--- src/rtl/mul_pkg.sv ---
// Shared constants, response payload type and round-robin helper for the
// shared-multiplier arbiter.
package mul_pkg;

    localparam int unsigned MUL_W   = 8;
    localparam int unsigned MUL_PW  = 16;
    localparam int unsigned MAX_REQ = 8;
    localparam int unsigned MAX_IDW = 3;

    typedef struct packed {
        logic [MAX_IDW-1:0] id;
        logic [MUL_PW-1:0]  p;
    } mul_rsp_t;

    // First requester with a pending request, searching from ptr+1 and wrapping
    // at nreq; returns ptr when nothing is requesting.
    function automatic logic [MAX_IDW-1:0] rr_next(
        input logic [MAX_IDW-1:0] ptr,
        input logic [MAX_REQ-1:0] req,
        input int unsigned        nreq
    );
        logic [MAX_IDW-1:0] grant;
        logic               found;
        int unsigned        idx;
        grant = ptr;
        found = 1'b0;
        for (int unsigned k = 1; k <= MAX_REQ; k++) begin
            idx = (32'(ptr) + k) % nreq;
            if (k <= nreq && !found && req[MAX_IDW'(idx)]) begin
                grant = MAX_IDW'(idx);
                found = 1'b1;
            end
        end
        return grant;
    endfunction

endpackage

--- src/rtl/mul_core8.sv ---
// Combinational 8x8 unsigned array multiplier: sum of shifted partial products.
module mul_core8
    import mul_pkg::*;
(
    input  logic [MUL_W-1:0]  a,
    input  logic [MUL_W-1:0]  b,
    output logic [MUL_PW-1:0] p
);

    always_comb begin
        p = '0;
        for (int unsigned i = 0; i < MUL_W; i++) begin
            if (b[i]) begin
                p = p + (MUL_PW'(a) << i);
            end
        end
    end

endmodule

--- src/rtl/mul_share_arb.sv ---
// Round-robin arbiter feeding one shared 8x8 multiplier through a two-stage
// pipeline, with a tagged, backpressured response channel.
module mul_share_arb
    import mul_pkg::*;
#(
    parameter int unsigned NREQ = 4,
    parameter int unsigned W    = 8,
    parameter int unsigned IDW  = $clog2(NREQ)
) (
    input  logic                clk,
    input  logic                rst_n,
    input  logic [NREQ-1:0]     req_valid,
    output logic [NREQ-1:0]     req_ready,
    input  logic [NREQ*W-1:0]   req_a,
    input  logic [NREQ*W-1:0]   req_b,
    output logic                rsp_valid,
    input  logic                rsp_ready,
    output logic [IDW-1:0]      rsp_id,
    output logic [2*W-1:0]      rsp_p,
    output logic [15:0]         ops_done
);

    logic             v1;
    logic             v2;
    logic [IDW-1:0]   id1;
    logic [W-1:0]     a1;
    logic [W-1:0]     b1;
    mul_rsp_t         s2;
    logic [IDW-1:0]   ptr;

    logic             adv1;
    logic             adv2;
    logic             any_req;
    logic             accept;
    logic [IDW-1:0]   grant_idx;
    logic [W-1:0]     a_sel;
    logic [W-1:0]     b_sel;
    logic [MUL_PW-1:0] prod;

    assign adv2      = !v2 || rsp_ready;
    assign adv1      = !v1 || adv2;
    assign any_req   = |req_valid;
    assign accept    = any_req && adv1;
    assign grant_idx = IDW'(rr_next(MAX_IDW'(ptr), MAX_REQ'(req_valid), NREQ));

    // Grant and operand select; ready is gated by reset so it reads 0 while held.
    always_comb begin
        req_ready = '0;
        a_sel     = '0;
        b_sel     = '0;
        for (int unsigned i = 0; i < NREQ; i++) begin
            if (grant_idx == IDW'(i)) begin
                req_ready[i] = accept && rst_n;
                a_sel        = req_a[i*W +: W];
                b_sel        = req_b[i*W +: W];
            end
        end
    end

    mul_core8 u_core (
        .a (a1),
        .b (b1),
        .p (prod)
    );

    // Pipeline stages, round-robin pointer and completion counter.
    always_ff @(posedge clk or negedge rst_n) begin
        if (!rst_n) begin
            v1       <= 1'b0;
            id1      <= '0;
            a1       <= '0;
            b1       <= '0;
            v2       <= 1'b0;
            s2       <= '0;
            ptr      <= IDW'(NREQ - 1);
            ops_done <= '0;
        end else begin
            if (adv1) begin
                v1 <= accept;
                if (accept) begin
                    id1 <= grant_idx;
                    a1  <= a_sel;
                    b1  <= b_sel;
                    ptr <= grant_idx;
                end
            end
            if (adv2) begin
                v2 <= v1;
                if (v1) begin
                    s2.id <= MAX_IDW'(id1);
                    s2.p  <= prod;
                end
            end
            if (v2 && rsp_ready) begin
                ops_done <= ops_done + 16'd1;
            end
        end
    end

    assign rsp_valid = v2;
    assign rsp_id    = IDW'(s2.id);
    assign rsp_p     = s2.p;

endmodule

--- config.mk ---
export PLATFORM = sky130hd
export DESIGN_NAME = mul_share_arb
export DESIGN_NICKNAME = d
export VERILOG_FILES = /design/src/rtl/mul_pkg.sv /design/src/rtl/mul_core8.sv /design/src/rtl/mul_share_arb.sv
export SDC_FILE = /design/constraint.sdc
export NUM_CORES = 1
export LEC_CHECK = 0
export BUFFER_PORTS_ARGS = -buffer_cell sky130_fd_sc_hd__buf_2
export CORE_MARGIN = 3
export CORE_UTILIZATION = 52
export DETAILED_ROUTE_END_ITERATION = 8
export GPL_ROUTABILITY_DRIVEN = 0
export PLACE_DENSITY = 0.78
export SLEW_MARGIN = 10
export SYNTH_ARGS = -nofsm -noshare
export SYNTH_HDL_FRONTEND = slang
export SYNTH_SLANG_ARGS = --single-unit
export TNS_END_PERCENT = 50
--- constraint.sdc ---
create_clock -name clk -period 8.1 [get_ports clk]
set_input_delay 0.405 -clock clk [delete_from_list [all_inputs] [get_ports clk]]
set_output_delay 0.405 -clock clk [all_outputs]
set_load 0.01 [all_outputs]
Word-level counts from Yosys, hierarchy flattened
Cells that the tools add are included.
{"block": "totals", "register_bits": 56, "out_inout_bits": 39, "wordCells": 80}
{"block": "classes", "addsub": 12, "magnitude_cmp": 4, "n_eq_ne": 3, "muxes": 35, "reduce_logical": 17}
{"cell": "two-way mux 16 bit", "count": 7}
{"cell": "two-way mux 8 bit", "count": 9}
{"cell": "adder 16 x 1 -> 16 bit (second input constant)", "count": 1}
{"cell": "adder 16 x 10 -> 16 bit", "count": 1}
{"cell": "adder 16 x 11 -> 16 bit", "count": 1}
{"cell": "adder 16 x 12 -> 16 bit", "count": 1}
{"cell": "adder 16 x 13 -> 16 bit", "count": 1}
{"cell": "adder 16 x 14 -> 16 bit", "count": 1}
{"cell": "adder 16 x 15 -> 16 bit", "count": 1}
{"cell": "adder 16 x 9 -> 16 bit", "count": 1}
{"cell": "< comparator 2 x 4 -> 1 bit (second input constant)", "count": 4}
{"cell": "two-way mux 1 bit", "count": 11}
{"cell": "binary-select mux 1 bit (select 2 bit)", "count": 4}
{"cell": "two-way mux 2 bit", "count": 4}
{"cell": "logical AND 1 bit", "count": 6}
{"cell": "zero test 1 bit", "count": 5}
{"cell": "adder 2 x 1 -> 2 bit (second input constant)", "count": 2}
{"cell": "adder 2 bit (second input constant)", "count": 2}
{"cell": "== test 2 bit (second input constant)", "count": 2}
{"cell": "AND reduction 2 bit", "count": 2}
{"cell": "OR reduction 4 bit", "count": 1}
{"cell": "== test 2 x 1 -> 1 bit (second input constant)", "count": 1}
{"cell": "zero test 2 bit", "count": 1}
{"cell": "logical OR 1 bit", "count": 2}

Depth between registers and ports, before layout
Gate-level depths: netlist of run 1.
{"block": "logic_depth", "depth_word": 18, "ltp_mapped": 48}

Hierarchy
From an unflattened synthesis of run 1, not the netlist that was laid out.
{"block": "hier_totals", "cells_unflattened": 669, "hier_area_um2": 6009.5}
{"mod": "mul_core8", "n_inst": 1, "cells_per_inst": 445, "area_each_um2": 3258.1, "seq_area_each_um2": 0.0}
{"mod": "mul_share_arb", "n_inst": 1, "cells_per_inst": 224, "area_each_um2": 2751.4, "seq_area_each_um2": 1403.8}

Worst setup path before layout of run 1
No wires, ideal clock.
{"block": "synth_timing", "kind": "register -> register", "from": "register b1[0]", "to": "register s2 (netlist bit rsp_p[14])", "setup_ns": 0.126, "arrival_time_ns": 8.488, "required_ns": 7.974, "slack_ns": -0.514, "path_stages_with_launch": 40, "n_path_buf": 1, "period_less_slack_ns": 8.614, "cell_sequence": "dfrtp_1 buf_2 and2_1 ha_1 fa_1 a21oi_1 a21oi_1 or3_1 nand3_1 o21ai_0 ha_1 mux2_2 a2111o_1 ha_1 o21a_1 o31a_1 a21oi_1 mux2_2 (+4 left out) mux2i_1 or4b_4 ha_1 nor3_1 nor2_1 and3_1 or4_1 ha_1 inv_1 a21oi_1 nand2b_1 a21oi_1 ha_1 o21a_1 a21o_1 a21oi_1 mux2i_1 a221o_1"}
{"block": "synth_between", "elab_chain_cells": 15}
{"element": "start, declared", "line_no": "mul_share_arb.sv:27", "rtl": "logic [W-1:0] b1;"}
{"element": "start signal, assigned", "line_no": "mul_share_arb.sv:83", "rtl": "b1 <= b_sel;"}
{"element": "two-way mux 8 bit *", "line_no": "mul_core8.sv:13", "rtl": "if (b[i]) begin"}
{"element": "adder 16 x 9 -> 16 bit", "line_no": "mul_core8.sv:14", "rtl": "p = p + (MUL_PW'(a) << i);"}
{"element": "two-way mux 16 bit *", "line_no": "mul_core8.sv:13"}
{"element": "adder 16 x 10 -> 16 bit", "line_no": "mul_core8.sv:14"}
{"element": "two-way mux 16 bit *", "line_no": "mul_core8.sv:13"}
{"element": "adder 16 x 11 -> 16 bit", "line_no": "mul_core8.sv:14"}
{"element": "two-way mux 16 bit *", "line_no": "mul_core8.sv:13"}
{"element": "adder 16 x 12 -> 16 bit", "line_no": "mul_core8.sv:14"}
{"element": "two-way mux 16 bit *", "line_no": "mul_core8.sv:13"}
{"element": "adder 16 x 13 -> 16 bit", "line_no": "mul_core8.sv:14"}
{"element": "two-way mux 16 bit *", "line_no": "mul_core8.sv:13"}
{"element": "adder 16 x 14 -> 16 bit", "line_no": "mul_core8.sv:14"}
{"element": "two-way mux 16 bit *", "line_no": "mul_core8.sv:13"}
{"element": "adder 16 x 15 -> 16 bit", "line_no": "mul_core8.sv:14"}
{"element": "two-way mux 16 bit *", "line_no": "mul_core8.sv:13"}
{"element": "end, declared", "line_no": "mul_share_arb.sv:28", "rtl": "mul_rsp_t s2;"}
Mark *: on every way between the ends. The rest lies on a longest branch, timed or not.
A chain may end at the register's enable or synchronous reset.

Worst setup path after layout of run 1
{"block": "layout_timing", "from": "register b1[0]", "to": "register s2 (netlist bit rsp_p[13])"}
The elaborated chain is that of the path after synthesis.

==> results of run 1 <==
area by class of cell:
type                       count  area share [%]
clock inverter                 3          0.3312
clock buffer                   5           1.577
timing repair buffer         187           14.40
tap                          140           2.208
multi-input combinational    660           62.21
inverter                      33           1.561
sequential                    56           17.71
critical path, delay by kind of cell (launching register included):
kind,cells,cell delay [ns]
compound gates,15,2.59
fa+ha+maj,8,2.53
xor+xnor,4,0.59
buf+inv,1,0.11
mux,3,0.45
flops,1,0.38
simple gates,7,1.55
worst paths after layout:
path	slack, ns	to
worst max-delay path	-0.22	rsp_p[13]
worst min-delay path	0.26	a1[6]
worst max register to register	-0.22	rsp_p[13]
worst min register to register	0.48	rsp_id[0]
max in group asynchronous	7.32	a1[1]
min in group clk	0.38	v1
metrics by stage:
stage,instances,setup TNS (ns),hold slack (ns),utilization (%)
2_1_floorplan,781,0,0.1094,-
3_3_place_gp,1044,-0.2015,0.4519,64.16
3_5_place_dp,1044,-1.583,0.4689,64.16
4_1_cts,1072,-0.1055,0.2711,68.97
5_1_grt,1084,-3.053,0.3120,72.24
6_report,1084,-0.9978,0.2572,72.24
state kept, by name (all words and copies together) (netlist names):
signal,cells
rsp_p,16
a1,8
id1,2
v1,1
ptr,2
b1,8
ops_done,16
rsp_id,2
rsp_valid,1
timing repair:
item | CTS | global route
setup endpoints to repair | 6 | 8
gates cloned | 0 | 0
resized for setup | 44 | 55
hold endpoints to repair | 0 | 0
pin swaps | 31 | 28
setup buffers | 20 | 11
cell families after synthesis:
family / count (synthesis) / share of synthesized area [%]
buffers and inverters: 65 / 4.231
DFF: 56 / 23.62
and+or+nand+nor: 312 / 23.93
AOI/OAI and AO/OA: 224 / 24.33
muxes: 20 / 3.515
adders and majority gates: 66 / 14.78
xor gates and xnor gates: 38 / 5.599
placed cells by master, fill, tap and decap left out, types with 24 or more instances in the layout:
cell type,n
buf_4,76
o21ai_0,54
xnor2_1,24
nand2_1,153
nand3_1,35
buf_2,109
dfrtp_1,53
nor2_1,44
ha_1,37
inv_1,30
a21oi_1,27
metal layers:
layer | part of all wire [%] | wire length (µm)
met5 | 0 | 0
met3 | 7.0 | 1329
met4 | 3.5 | 675
met2 | 49 | 9279
met1 | 41 | 7833
==> results.md, run 1 <==
- Status: finished, violations left
- Failing checks: design-rule violations, negative setup slack
- GRT Util Overall: 28.64%
- Register Area: approximately 0.0014 mm²
- 1st-iter DRT viols: 382
- Synthesized cell area: 0.005944 mm²
- # fillers: around 780
- Via Count: 6,546
- Count leader, synth: nand2_1
- Post-synth top area share: between 20% and 30%
- Starting density of the core: 54.12%
- Clk sink count: 56
- Crit path launch: b1[0]
- Worst reg2reg path depth: 38
- Die area: 0.01275 mm²
- Syn nets: 918
- Antenna violations before repair: 0
- Die W: 112.9 µm
- Element type at the critical path end: flop
- CTS H-tree lvls: 2
- Max Clock Skew: 0.01008 ns
- Most frequent cells after synthesis: nand2_1, o21ai_0, ha_1, dfrtp_1, a21oi_1
- Post-synth EDFFs: 0
- Share of cells above drive strength 1: 32.94%
- Multi-input logic area: 0.004936 mm²
- Crit path required time: 8.30 ns
- Wirelength per Cell: 17.64 µm
- Number of distinct library cells after synthesis: 69
- Reg-to-Reg Start: b1[0]
- Dpl cell area: 0.007047 mm²
- DRC: 1
- Root Driver: clkbuf_16
- Synth Warn #: 0
- Ys async rst share: 100.0%
- CP arrival: 8.52 ns
- Worst slack at placement: -0.3815 ns
- Commonest register cell after synthesis: dfrtp_1
- Die Y: 112.9 µm
- Final min period: 8.322 ns
- IO Port Bufs: 109
- Final instance area: slightly below 0.008 mm²
- First-pass GRT wire length: 30,250 µm
- IO Pins: between 100 and 150
- Hold buffers post-CTS: 0
- CTS tree: built
- Yosys top cell by area: dfrtp_1
- Hold Crit Class: in -> async
- First-pass DRT Iterations: 9
- Syn Inst Count: 781
- Fin nets: 1,080
- Fin. Hold Viols: 0
- Top cells by area, synth: dfrtp_1, ha_1, nand2_1
- Worst Setup Start Kind: flop
- Via density: between 6 and 7
- Top Usage Layer GRT: met2
- Worst slew pin tran: 1.207 ns
- GR Util met2: 49.49%
- Clock Latency Late Sink: 0.31 ns
- GR Util met3: under 10%
- Clock buffer depth: 2
- Syn avg cell area: 7.611 µm²
- Core box area: 0.01098 mm²
- Area growth syn-to-layout: 33.47%
- Largest net degree at the start of global routing: 58
- Critical-path top delay cell: or4b_4
- Max Freq: between 100 and 150 MHz
- Grt met1 use: 36.18%
- CP Max Fanout: 5
- Most numerous cell on the critical path: ha_4
- DP HPWL: about 13,000 µm
- #FFs+latches synth: 56
- Reg clk slew, reported paths: ~0.080 ns
- Max-slew headroom: 19.55%
- Ant diodes: 0
- Final Max Slew Viols: 0
- FP Rows: 38
- Vias in the first global route: 6,394
- Critical Setup Path Class: reg -> reg
- Drt total wl: 19,120 µm
- Period utilization: 102.7%
- Final setup viols: 6
- Crit-path max cell delay: 0.56 ns
- CTS buffer count: 5
- RSZ-0062 raised after global routing: yes
- Post-synthesis sequential area ratio: 23.62%
- Remaining antenna violation count: 0
- Max-Cap Viols: 0
- PnR worst setup slack: -0.2216 ns
- Total grt overflow: 0
Power of run 1 is not shown: default switching activity piles up to over one toggle a cycle in this logic, so the estimate is an artifact.
==> run 2, diff against run 1 <==
Settings changed: ABC_AREA set to 1, CTS_BUF_LIST set to sky130_fd_sc_hd__clkbuf_8 sky130_fd_sc_hd__clkbuf_16.
==> run 2 against run 1 <==
The flow now finishes without violations. Register-to-register slack better by 0.54 ns. Die area down 1.0%. Hold slack worse by 0.036 ns. Via count down 5.5%. First-iteration DRC count up 4.2%. Area after synthesis down 1.1%. Core utilization down 3.6 points. Clock-buffer cell count unchanged. Maximum frequency up 6.9%. Flip-flop and latch count unchanged. Critical endpoint is now rsp_p[14].
==> results.md, run 2 <==
- Number of distinct library cells after synthesis: 43 (-38%)
- CTS buffer count: 5 (unchanged)
- Starting density of the core: 53.79% (-0.34 points)
- Final min period: 7.782 ns (-0.5397 ns)
- Period utilization: 96.07% (-6.7 points)
- #FFs+latches synth: 56 (unchanged)
- Placed Cells: 1,140 (+9.2%)
- Top cells by area, synth: dfrtp_1, nand2_1, ha_1
- Die Y: 112.4 µm (-0.50%)
- Status: complete, no violations
- Final Max Slew Viols: 0 (unchanged)
- Max Clock Skew: 0.007045 ns (-0.003030 ns)
- Commonest register cell after synthesis: dfrtp_1
- Synth Warn #: 0 (unchanged)
- IO Pins: 110 (unchanged)
- GR Util met3: 3.935% (-0.77 points)
- Most frequent cells after synthesis: nand2_1, inv_1, nand3_1, ha_1, dfrtp_1
- Drt total wl: 16,440 µm (-14%)
- Max-slew headroom: 52.10% (+33 points)
- Die W: 112.4 µm (-0.50%)
- Worst Setup Start Kind: flop
- CTS H-tree lvls: 2 (unchanged)
- Via Count: 6,188 (-5.5%)
- Fin Hold WS: 0.2211 ns (-0.03606 ns)
- CTS tree: built
- CP Max Fanout: 10 (+5)
- First-pass GRT wire length: 26,410 µm (-13%)
- Commonest non-fill, non-tap cells in the layout: nand2_1, buf_2, inv_1, nand3_1, buf_4
- Clk sink count: 56 (unchanged)
- Worst slew pin tran: 0.7186 ns (-0.4882 ns)
- Element type at the critical path end: flop
- Wirelength per Cell: 14.18 µm (-20%)
- Syn nets: 1,003 (+9.3%)
- IO Port Bufs: 109 (unchanged)
- Setup TNS: 0 ns (+0.9978 ns)
- Yosys top cell by area: dfrtp_1
- Max-Cap Viols: 0 (unchanged)
- Reg clk slew, reported paths: 0.08 ns (about the same)
- Clock buffer depth: 2 (unchanged)
- Largest net degree at the start of global routing: 58 (unchanged)
- Remaining antenna violation count: 0 (unchanged)
- Crit path required time: 8.30 ns (about the same)
- Count leader, synth: nand2_1
- Antenna violations before repair: 0 (unchanged)
- Critical-path top delay cell: dfrtp_1
- DP HPWL: 12,300 µm (-8.1%)
- Final setup viols: 0 (-6)
- Total grt overflow: 0 (unchanged)
- Root Driver: clkbuf_16
- Clock Latency Late Sink: 0.31 ns (about the same)
- Fin. Hold Viols: 0 (unchanged)
- Post-synthesis sequential area ratio: 23.87% (+0.25 points)
- Final non-filler cell total: 1,159 (+6.9%)
- CP arrival: 7.98 ns (-0.54 ns)
- 1st-iter DRT viols: 398 (+4.2%)
- GR Util met2: 43.66% (-5.8 points)
- GRT Util Overall: 25.06% (-3.6 points)
- Critical Setup Path Class: reg -> reg
- Share of cells above drive strength 1: 27.97% (-5.0 points)
- Syn Inst Count: 866 (+11%)
- Most common cell after layout, fill and taps aside: nand2_1
- Die area: 0.01262 mm² (-1.0%)
- DRC: 0 (-1)
- Grt met1 use: 32.70% (-3.5 points)
- Fin nets: 1,155 (+6.9%)
- FP Rows: 38 (unchanged)
- Via density: 5.339 (-12%)
- Max Freq: 128.5 MHz (+6.9%)
- Post-synth top area share: 22.97% (+0.24 points)
- Post-synth EDFFs: 0 (unchanged)
- Core box area: 0.01094 mm² (-0.43%)
- First-pass DRT Iterations: 5 (-4)
- Most numerous cell on the critical path: nand2_1
- Synthesized cell area: 0.005882 mm² (-1.1%)
- Syn avg cell area: 6.792 µm² (-11%)
- Vias in the first global route: 5,671 (-11%)
- Hold Crit Class: in -> async
- Ys async rst share: 100.0% (unchanged)
- Ant diodes: 0 (unchanged)
- Area growth syn-to-layout: 27.65%
- Crit-path max cell delay: 0.41 ns (-0.15 ns)
- Top Usage Layer GRT: met2
==> run 2: changes by cell type in the layout (fill, tap and decap cells not counted), sizes merged, moves of 16 or more <==
cell	delta
buf	-20
nand4	+24
nand3	+41
nand2	+129
xor2	+17
o21a	-16
inv	+75
==> run 2: critical path, delay by kind of cell (launching register included) <==
kind | cells | cell delay, ns
simple gates | 25 | 2.91
fa+ha+maj | 7 | 1.81
compound gates | 9 | 1.38
xor+xnor | 6 | 0.81
flops | 1 | 0.41
buf+inv | 4 | 0.37
==> run 2: per-stage QoR <==
| stage | setup WS [ns] | instance area, µm² | util [%] |
|---|---|---|---|
| 2_1_floorplan | 0.1607 | 5882 | - |
| 3_3_place_gp | 0.02767 | 6832 | 62.47 |
| 3_5_place_dp | -0.2871 | 6832 | 62.47 |
| 4_1_cts | 0.007246 | 7018 | 64.18 |
| 5_1_grt | -0.1764 | 7508 | 68.66 |
| 6_report | 0.3180 | 7508 | 68.66 |
==> run 2: kinds of logic (layout without fill, tap and decap cells) <==
| logic type | Yosys count | in the layout | synth area share [%] |
|---|---|---|---|
| and+or+nand+nor | 463 | 463 | 35.18 |
| adders and majority gates | 66 | 66 | 14.93 |
| xor gates and xnor gates | 40 | 40 | 6.403 |
| DFF | 56 | 56 | 23.87 |
| AOI/OAI and AO/OA | 112 | 112 | 10.55 |
| buffers and inverters | 129 | 282 | 9.062 |
==> run 2: path summary, 6_finish.rpt <==
check | startpoint | endpoint | slack (ns) | cells past startpoint
worst max-delay path | a1[1] | rsp_p[14] | 0.32 | 51
worst min-delay path | rst_n | ops_done[6] | 0.22 | 2
worst max register to register | a1[1] | rsp_p[14] | 0.32 | 51
worst min register to register | ops_done[15] | ops_done[15] | 0.48 | 1
max in group asynchronous | rst_n | b1[0] | 7.38 | 2
min in group clk | rsp_ready | rsp_valid | 0.39 | 4
==> run 2: area by class of cell <==
| class | instances | area (µm²) |
|---|---|---|
| fillers | 916 | 3427 |
| multi-input cells | 681 | 4377 |
| inverters | 107 | 409.1 |
| clock buffers | 5 | 125.1 |
| well taps | 140 | 175.2 |
| repair buffers | 167 | 984.7 |
| flip-flops and latches | 56 | 1404 |
| clock inverters | 3 | 33.78 |
==> run 2: metal layers <==
metal | share of wire, % | wire, µm
met1 | 43 | 7033
met4 | 1.9 | 309
met2 | 50 | 8269
met5 | 0 | 0
met3 | 5.0 | 827
==> run 2: repair_timing <==
action	4_1_cts	5_1_grt
hold buffers	0	0
resized for setup	19	88
setup endpoints to repair	4	6
pin swaps	2	36
buffers inserted	0	11
Power of run 2 is left out for the same reason.
==> run 3, diff against run 2 <==
Settings changed: PLACE_DENSITY 0.78 to 0.89, SLEW_MARGIN 10 to 20.
==> run 3 against run 2 <==
Sequential share of layout area decreased by 0.13 points. First-iteration DRC count up 10%. Highest routed layer unchanged. Routed wire length increased by 9.0%. Final area rose by 0.72%. Global-route usage is 0.16 points lower.
==> results.md, run 3 (synthesis results as in run 2) <==
- Status: complete, no violations
- 1st-iter DRT viols: 438 (+10%)
- First-pass GRT wire length: 26,320 µm (-0.37%)
- Commonest non-fill, non-tap cells in the layout: nand2_1, buf_2, inv_1, nand3_1, buf_4
- Fin nets: 1,155 (unchanged)
- IO Pins: 110 (unchanged)
- Clock buffer depth: 2 (unchanged)
- Worst reg2reg path depth: 50 (-2.0%)
- Wirelength per Cell: 15.46 µm (+9.0%)
- Element type at the critical path end: flop
- Die Y: 112.4 µm (unchanged)
- Remaining antenna violation count: 0 (unchanged)
- Area growth syn-to-layout: 28.57%
- CTS tree: built
- IO Port Bufs: 109 (unchanged)
- Critical-path top delay cell: dfrtp_1
- Hold buffers post-CTS: 0 (unchanged)
- Crit path launch: b1[0]
- CTS H-tree lvls: 2 (unchanged)
- Period utilization: 98.00% (+1.9 points)
- Crit-path max cell delay: 0.43 ns (+0.02 ns)
- Final min period: 7.938 ns (+0.1557 ns)
- Worst Setup Start Kind: flop
- Vias in the first global route: 5,833 (+2.9%)
- CP arrival: 8.13 ns (+0.15 ns)
- DP HPWL: 12,290 µm (-0.15%)
- Die W: 112.4 µm (unchanged)
- First-pass DRT Iterations: 5 (unchanged)
- Via density: 5.607 (+5.0%)
- Hold Crit Class: in -> async
- Share of cells above drive strength 1: 28.56% (+0.59 points)
- Critical Setup Path Class: reg -> reg
- Reg-to-Reg Start: b1[0]
- Via Count: 6,498 (+5.0%)
- Crit path required time: 8.29 ns (about the same)
- Core box area: 0.01094 mm² (unchanged)
- Die area: 0.01262 mm² (unchanged)
- Most common cell after layout, fill and taps aside: nand2_1
- Final Max Slew Viols: 0 (unchanged)
- Reg clk slew, reported paths: 0.08 ns (about the same)
- Root Driver: clkbuf_16
- Final setup viols: 0 (unchanged)
- CTS buffer count: 5 (unchanged)
- Fin. Hold Viols: 0 (unchanged)
- FP Rows: 38 (unchanged)
- Clk sink count: 56 (unchanged)
- Antenna violations before repair: 0 (unchanged)
- Max-slew headroom: 37.15% (-15 points)
- Worst slew pin tran: 0.9417 ns (+0.2231 ns)
- DRC: 0 (unchanged)
- Most numerous cell on the critical path: nand2_1
- Max Clock Skew: 0.006785 ns (-0.0002601 ns)
- Clock Latency Late Sink: 0.31 ns (about the same)
- Drt total wl: 17,920 µm (+9.0%)
- Largest net degree at the start of global routing: 58 (unchanged)
- Total grt overflow: 0 (unchanged)
- Placed Cells: 1,134 (-0.53%)
- Final non-filler cell total: 1,159 (unchanged)
- Ant diodes: 0 (unchanged)
- GRT Util Overall: 24.90% (-0.16 points)
- Max Freq: 126.0 MHz (-2.0%)
- Starting density of the core: 53.79% (unchanged)
- Max-Cap Viols: 0 (unchanged)
- CP Max Fanout: 10 (unchanged)
==> run 3: worst max-delay path, delay by kind of cell, from the launching register on <==
family / cells / cell delay, ns
compound gates: 10 / 1.42
xor+xnor: 6 / 0.80
fa+ha+maj: 7 / 1.79
buf+inv: 6 / 0.70
flops: 1 / 0.43
simple gates: 21 / 2.62
==> run 3: timing repair <==
item / in CTS / in global routing
gates resized for setup: 18 / 99
pin swaps: 1 / 45
setup buffers: 1 / 16
endpoints found under the setup margin: 5 / 6
gates cloned: 0 / 0
==> run 3: final timing paths <==
check	to	slack, ns
max in group asynchronous	rsp_p[1]	7.39
max	rsp_p[14]	0.16
max reg2reg	rsp_p[14]	0.16
min in group clk	rsp_valid	0.40
min reg2reg	ops_done[15]	0.48
min	ops_done[2]	0.23
==> run 3: metal layers <==
layer	vias up	share of wire, %	track usage [%]
li1	3139	-	-
met1	3024	41	32.11
met2	264	50	42.51
met3	71	5.4	3.612
met4	0	4.4	9.135
met5	-	0	0
==> run 3: through the flow <==
stage          TNS (ns)  hold slack [ns]  setup WS [ns]  cell area, µm²  utilization (%)
6_report              0           0.2335         0.1623            7562            69.15
2_1_floorplan         0           0.1094         0.1607            5882                -
3_3_place_gp    -0.5433           0.4576        -0.2116            6787            62.06
4_1_cts               0           0.2600       0.009201            7000            64.02
3_5_place_dp     -1.272           0.4692        -0.3928            6787            62.06
5_1_grt          -1.115           0.2996        -0.3470            7562            69.15
==> run 3: layout make-up <==
| type | count | area (µm²) |
|---|---|---|
| Clock buffer | 5 | 125.1 |
| Clock inverter | 3 | 33.78 |
| Fill cell | 826 | 3373 |
| Inverter | 107 | 409.1 |
| Multi-Input combinational cell | 681 | 4414 |
| Sequential cell | 56 | 1404 |
| Tap cell | 140 | 175.2 |
| Timing Repair Buffer | 167 | 1001 |
Power of run 3 is left out for the same reason.
